`config.mk`:
```
export PLATFORM = sky130hd
export DESIGN_NAME = serial_adder
export DESIGN_NICKNAME = d
export VERILOG_FILES = /design/src/rtl/serial_adder.sv
export SDC_FILE = /design/constraint.sdc
export NUM_CORES = 1
export LEC_CHECK = 0
export CORE_AREA = 2 2 60 62
export DETAILED_ROUTE_END_ITERATION = 8
export DIE_AREA = 0 0 62 64
export PLACE_DENSITY = 0.75
export SYNTH_ARGS = -nofsm -noshare
export SYNTH_HDL_FRONTEND = slang
export SYNTH_SLANG_ARGS = --single-unit
```
`constraint.sdc`:
```
create_clock -name clk -period 1.4 [get_ports clk]
set_input_delay 0.21 -clock clk [delete_from_list [all_inputs] [get_ports clk]]
set_output_delay 0.21 -clock clk [all_outputs]
set_load 0.03 [all_outputs]
```
`src/rtl/serial_adder.sv`:
```
// Purpose: bit-serial WIDTH-bit adder, one full-add step per clock, LSB first.
// Latency: accept on edge E0, result valid after edge E0+WIDTH; at most one result per WIDTH+2 cycles.
// Backpressure: in_ready low outside IDLE; result held in DONE until out_ready.
//
// Ports:
//   clk, rst_n           clock (rising edge) and asynchronous active-low reset
//   in_valid/in_ready    operand handshake; a and b are sampled only on the accept edge
//   a, b                 WIDTH-bit addends
//   out_valid/out_ready  result handshake
//   sum, cout            registered (a+b) mod 2^WIDTH and carry-out bit WIDTH of a+b
module serial_adder #(
    parameter  int WIDTH = 8,
    localparam int CNT_W = $clog2(WIDTH) + 1
) (
    input  logic             clk,
    input  logic             rst_n,
    input  logic             in_valid,
    output logic             in_ready,
    input  logic [WIDTH-1:0] a,
    input  logic [WIDTH-1:0] b,
    output logic             out_valid,
    input  logic             out_ready,
    output logic [WIDTH-1:0] sum,
    output logic             cout
);

    typedef enum logic [1:0] {
        IDLE = 2'd0,
        RUN  = 2'd1,
        DONE = 2'd2
    } state_t;

    state_t             state_q;
    logic [WIDTH-1:0]   sh_a_q;
    logic [WIDTH-1:0]   sh_b_q;
    logic [WIDTH-1:0]   sum_q;
    logic               cout_q;
    logic               carry_q;
    logic [CNT_W-1:0]   cnt_q;
    logic               in_ready_q;
    logic               out_valid_q;

    // Full-add step on the current LSBs: half-adder pair plus the carry flop.
    logic               half_s;
    logic               s_bit;
    logic               carry_d;
    logic               last_bit;
    logic [CNT_W-1:0]   cnt_d;

    always_comb begin
        half_s   = sh_a_q[0] ^ sh_b_q[0];
        s_bit    = half_s ^ carry_q;
        carry_d  = (sh_a_q[0] & sh_b_q[0]) | (half_s & carry_q);
        last_bit = (cnt_q == CNT_W'(WIDTH - 1));
        cnt_d    = cnt_q + CNT_W'(1);
    end

    // Handshake flags are registered alongside the state so they are pure
    // flop outputs: in_ready mirrors IDLE, out_valid mirrors DONE.
    always_ff @(posedge clk or negedge rst_n) begin
        if (!rst_n) begin
            state_q     <= IDLE;
            sh_a_q      <= '0;
            sh_b_q      <= '0;
            sum_q       <= '0;
            cout_q      <= 1'b0;
            carry_q     <= 1'b0;
            cnt_q       <= '0;
            in_ready_q  <= 1'b1;
            out_valid_q <= 1'b0;
        end else begin
            case (state_q)
                IDLE: begin
                    if (in_valid) begin
                        sh_a_q     <= a;
                        sh_b_q     <= b;
                        sum_q      <= '0;
                        cout_q     <= 1'b0;
                        carry_q    <= 1'b0;
                        cnt_q      <= '0;
                        state_q    <= RUN;
                        in_ready_q <= 1'b0;
                    end
                end
                RUN: begin
                    // Sum fills from the MSB end, so after WIDTH shifts bit 0
                    // of the result sits in sum_q[0].
                    sum_q   <= {s_bit, sum_q[WIDTH-1:1]};
                    sh_a_q  <= {1'b0, sh_a_q[WIDTH-1:1]};
                    sh_b_q  <= {1'b0, sh_b_q[WIDTH-1:1]};
                    carry_q <= carry_d;
                    cnt_q   <= cnt_d;
                    if (last_bit) begin
                        cout_q      <= carry_d;
                        state_q     <= DONE;
                        out_valid_q <= 1'b1;
                    end
                end
                DONE: begin
                    if (out_ready) begin
                        state_q     <= IDLE;
                        out_valid_q <= 1'b0;
                        in_ready_q  <= 1'b1;
                    end
                end
                default: begin
                    state_q     <= IDLE;
                    out_valid_q <= 1'b0;
                    in_ready_q  <= 1'b1;
                end
            endcase
        end
    end

    assign in_ready  = in_ready_q;
    assign out_valid = out_valid_q;
    assign sum       = sum_q;
    assign cout      = cout_q;

endmodule

```
# After elaboration in Yosys (flattened, before gate mapping)
# Index checks and enable logic that the tools add are counted.
# word_totals
regBits	34
inputBits	20
out_inout_bits	11
# classes
addsub	1
eq_ne	6
muxes	21
bitwise_logic	7
n_reduce_logical	7
# op_table
cell	n
case mux 8 bit (2 select lines)	3
2-to-1 mux 8 bit	3
AND reduction 3 bit	4
case mux 4 bit (2 select lines)	1
2-to-1 mux 2 bit	3
inequality test 2 bit (second input constant)	3
case mux 1 bit (3 select lines)	2
case mux 2 bit (3 select lines)	1
2-to-1 mux 1 bit	5
adder 4 x 1 -> 4 bit (second input constant)	1
equality test 4 x 3 -> 1 bit (second input constant)	1
2-to-1 mux 4 bit	1
case mux 1 bit (2 select lines)	2
bitwise AND 1 bit	2
equality test 2 x 1 -> 1 bit (second input constant)	1
equality test 2 bit (second input constant)	1
logical NOT 2 bit	1
inverter 1 bit	2
AND reduction 2 bit	1
nonzero test 2 bit	1
bitwise XOR 1 bit	2
bitwise OR 1 bit	1

# Longest topological paths before layout
# logic_depth
ltp_word	5
depth_mapped	5
ltp_nobuf	4

# Least setup slack after synthesis
# No wires, ideal clock.
# synth_timing
kind	register to register
from	register cnt_q[0]
to	register cout_q (netlist: cout)
t_arrival_ns	1.122
required_ns	1.275
path_slack_ns	0.154
path_stages_with_launch	5
path_buffers	0
path_cell_list	dfrtp_1 > ha_1 > nand2_1 > nor3_2 > mux2_2
# synth_via
elab_chain_cells	3
# synth_rtl
item	line	text
start: declaration	39	logic [CNT_W-1:0] cnt_q;
start signal: assignment	92	cnt_q <= cnt_d;
equality test 4 x 3 -> 1 bit	54	last_bit = (cnt_q == CNT_W'(WIDTH - 1));
inequality test 2 bit (no line)	n/a	
AND reduction 3 bit (no line)	n/a	
end signal: assignment	94	cout_q <= carry_d;
end: declaration	37	logic cout_q;
# Every way passes these cells.
# A chain may end at the register's enable or synchronous reset.

# Worst setup path after layout
# layout_timing
from	register sum_q[3] (netlist: sum[3])
to	output port sum[3]
# layout_lines
item	line	text
start: declaration	36	logic [WIDTH-1:0] sum_q;
start signal: assignment	88	sum_q <= {s_bit, sum_q[WIDTH-1:1]};
end: declaration	23	output logic [WIDTH-1:0] sum,
# No word-level cell between the ends.

==> impl_metrics.tcl <==
set metrics [dict create \
    final_area_um2 2081 \
    relSlewSlack_pct 76.69 \
    cap_violations 0 \
    startpoint_type "flop" \
    crit_required_ns 1.19 \
    status "complete, no violations" \
    vias 1316 \
    area_growth_pct 31.67 \
    yosys_warnings 0 \
    gp_congestion 0.7276 \
    ioPinCount 31 \
    grt_pass1_vias 1310 \
    leakagePower_nw 0.9576 \
    worstMarginPinSlew_ns 0.3480 \
    cts_buffers 5 \
    syn_inst 150 \
    yosys.area.top_type "dfrtp_1" \
    path_cells "dlygate4sd2_1" \
    initial_core_util_pct 48.11 \
    syn_nets 172 \
    synthTopCellsByArea "dfrtp_1, a22oi_1, a22o_1" \
    cts_tree "built" \
    rsz0062_at_grt "false" \
    max-vdd-ir-drop_v 0.0009444 \
    routedWlPerCell_um 14.87 \
    drt-pass1-iter-count 4 \
    io_buffers 30 \
    cts_sinks 34 \
    drc 0 \
    die-area_um2 3968 \
    ant_nets 0 \
    drt_wl_total_mm 3.555 \
    fin_nets 214 \
    placementRows 21 \
    grt_pass1_wl_mm 5.727 \
    min_period_ns 1.344 \
    grt.total_usage_pct 20.01 \
    slowest_delay_ns 0.41 \
    hold_path_class "in -> async" \
    crit_slowest_cell "dlygate4sd2_1" \
    dp_slack_ns -0.1073 \
    coreArea_um2 3284 \
    antenna_found_initial 0 \
    fin_crit_sh_pct 95.99 \
    holdBufCountCts 0 \
    crit_fanout 3 \
    synth-seq-cells 34 \
    overflow 0 \
    synth_cell_types 28 \
    avgSynthCellArea_um2 10.54 \
    critPathTopFamily "buffers and inverters" \
    cts_buffer_depth 2 \
    drv_slew 0 \
    place_area_um2 1993 \
    max_clock_freq_mhz 744.1 \
    htree_levels 2 \
    syn_area_um2 1580 \
    die-height_um 64 \
    fin_ws_ns 0.05611 \
    dp_hpwl_mm 2.514 \
    clk_pin_slew_ns 0.10 \
    clock_skew_ns 0.007568 \
    yosysTopAreaCellShare_pct 52.26 \
    clock_latency_ns 0.34 \
    finalHoldViolations 0 \
    die_w_um 62 \
    critPathBufInv 1 \
    arrival_ns 1.13 \
    viasPerCell 5.506 \
    grt_max_degree 35 \
    powerDensity_nw_per_um2 1926 \
    cts-root-buf "clkbuf_4" \
    crit_type "reg -> out" \
    crit_path_end_kind "output pin" \
    setup_violations 0 \
    diodes 0 \
    ys_seq_area_share_pct 53.92 \
    drive_above_1_share_pct 16.58 \
    drt_iter0_drc 88 \
]
[state kept, by name, indices dropped and copies added, names as in the netlist]
register	count
carry_q	1
cnt_q	4
cout	1
in_ready	1
out_valid	1
sh_a_q	8
sh_b_q	8
state_q	2
sum	8
[synth_stat cells (all sizes together)]
cell type / number
a21boi: 1
a21o: 2
a21oi: 17
a22o: 10
a22oi: 14
and2b: 6
buf: 8
clkbuf: 3
dfrtp: 33
dfstp: 1
fa: 1
ha: 1
inv: 1
mux2: 1
mux2i: 1
nand2: 6
nand2b: 1
nand3: 3
nor2: 4
nor2b: 12
nor3: 1
o21a: 1
o21ai: 20
o21bai: 1
or3: 1
[routing by layer]
layer / vias to the layer above / share of wire, % / track usage (%)
met5: - / 0 / 0
met4: 0 / 2.4 / 9.840
met3: 7 / 4.4 / 5.668
met2: 31 / 49 / 32.03
met1: 651 / 44 / 23.88
li1: 627 / - / -
[per-stage QoR]
| step | total power [mW] | setup TNS [ns] | instances | hold slack [ns] | util [%] |
|---|---|---|---|---|---|
| 2_1_floorplan | 2.794 | 0 | 150 | -0.08559 | - |
| 3_3_place_gp | 3.384 | -0.5684 | 229 | 0.4685 | 60.69 |
| 3_5_place_dp | 3.469 | -1.366 | 229 | 0.4772 | 60.69 |
| 4_1_cts | 3.963 | 0 | 237 | 0.2095 | 62.21 |
| 5_1_grt | 4.314 | 0 | 239 | 0.2292 | 63.35 |
| 6_report | 4.007 | 0 | 239 | 0.2117 | 63.35 |
[logic make-up (layout without fill, tap and decap cells)]
logic type	after synthesis	in the layout	share of synthesized area, %
AO/OA/AOI/OAI	66	66	26.29
flip-flops	34	34	53.92
AND/OR/NAND/NOR	34	34	12.35
buffers and inverters	12	55	4.038
adder cells (fa/ha/maj)	2	2	2.059
multiplexers	2	2	1.346
[worst paths after layout]
path                       slack, ns  cells after the start        from         to
min reg2reg                     0.49                      1   out_valid  out_valid
max reg2reg                     0.10                      5  state_q[1]  sh_b_q[7]
min in group clk                0.49                      3        a[7]  sh_a_q[7]
min                             0.21                      2       rst_n     sum[1]
max                             0.06                      1      sum[3]     sum[3]
max in group asynchronous       0.92                      2       rst_n   in_ready
[repair_timing]
| item | CTS | global route |
|---|---|---|
| endpoints found under the setup margin | 19 | 19 |
| pin swaps | 0 | 2 |
| setup buffers | 0 | 2 |
| resized for setup | 11 | 8 |
[placed cells by master (no fill, tap or decap), types with 2 or more instances in the layout]
cell / synthesis / routed
nor2_1: 4 / 4
a21oi_1: 17 / 17
dfrtp_1: 33 / 33
o21ai_1: 10 / 10
clkdlybuf4s50_1: 0 / 19
buf_4: 1 / 16
a22o_1: 10 / 10
nand2_1: 6 / 5
o21ai_0: 10 / 10
nor2b_1: 12 / 10
and2b_1: 6 / 6
nor2b_2: 0 / 2
clkbuf_4: 0 / 5
a22oi_1: 14 / 14
a21o_1: 2 / 2
clkdlybuf4s15_1: 0 / 2
nand3_1: 3 / 3
dlygate4sd2_1: 0 / 8
[cell type report]
class                   count  area [um^2]
clock buffers               7        55.05
clock inverters             1        5.005
fillers                   284         1204
inverters                   1        3.754
multi-input cells         104        686.9
flip-flops and latches     34        852.1
well taps                  46        57.56
repair buffers             46        420.4
[report_power, final]
| part | total, mW | switching (mW) | internal [mW] |
|---|---|---|---|
| Clock | 0.560 | 0.317 | 0.243 |
| Sequential | 1.69 | 0.318 | 1.37 |
| Combinational | 1.76 | 0.945 | 0.812 |
No activity file was read; power rests on OpenSTA's default activity.
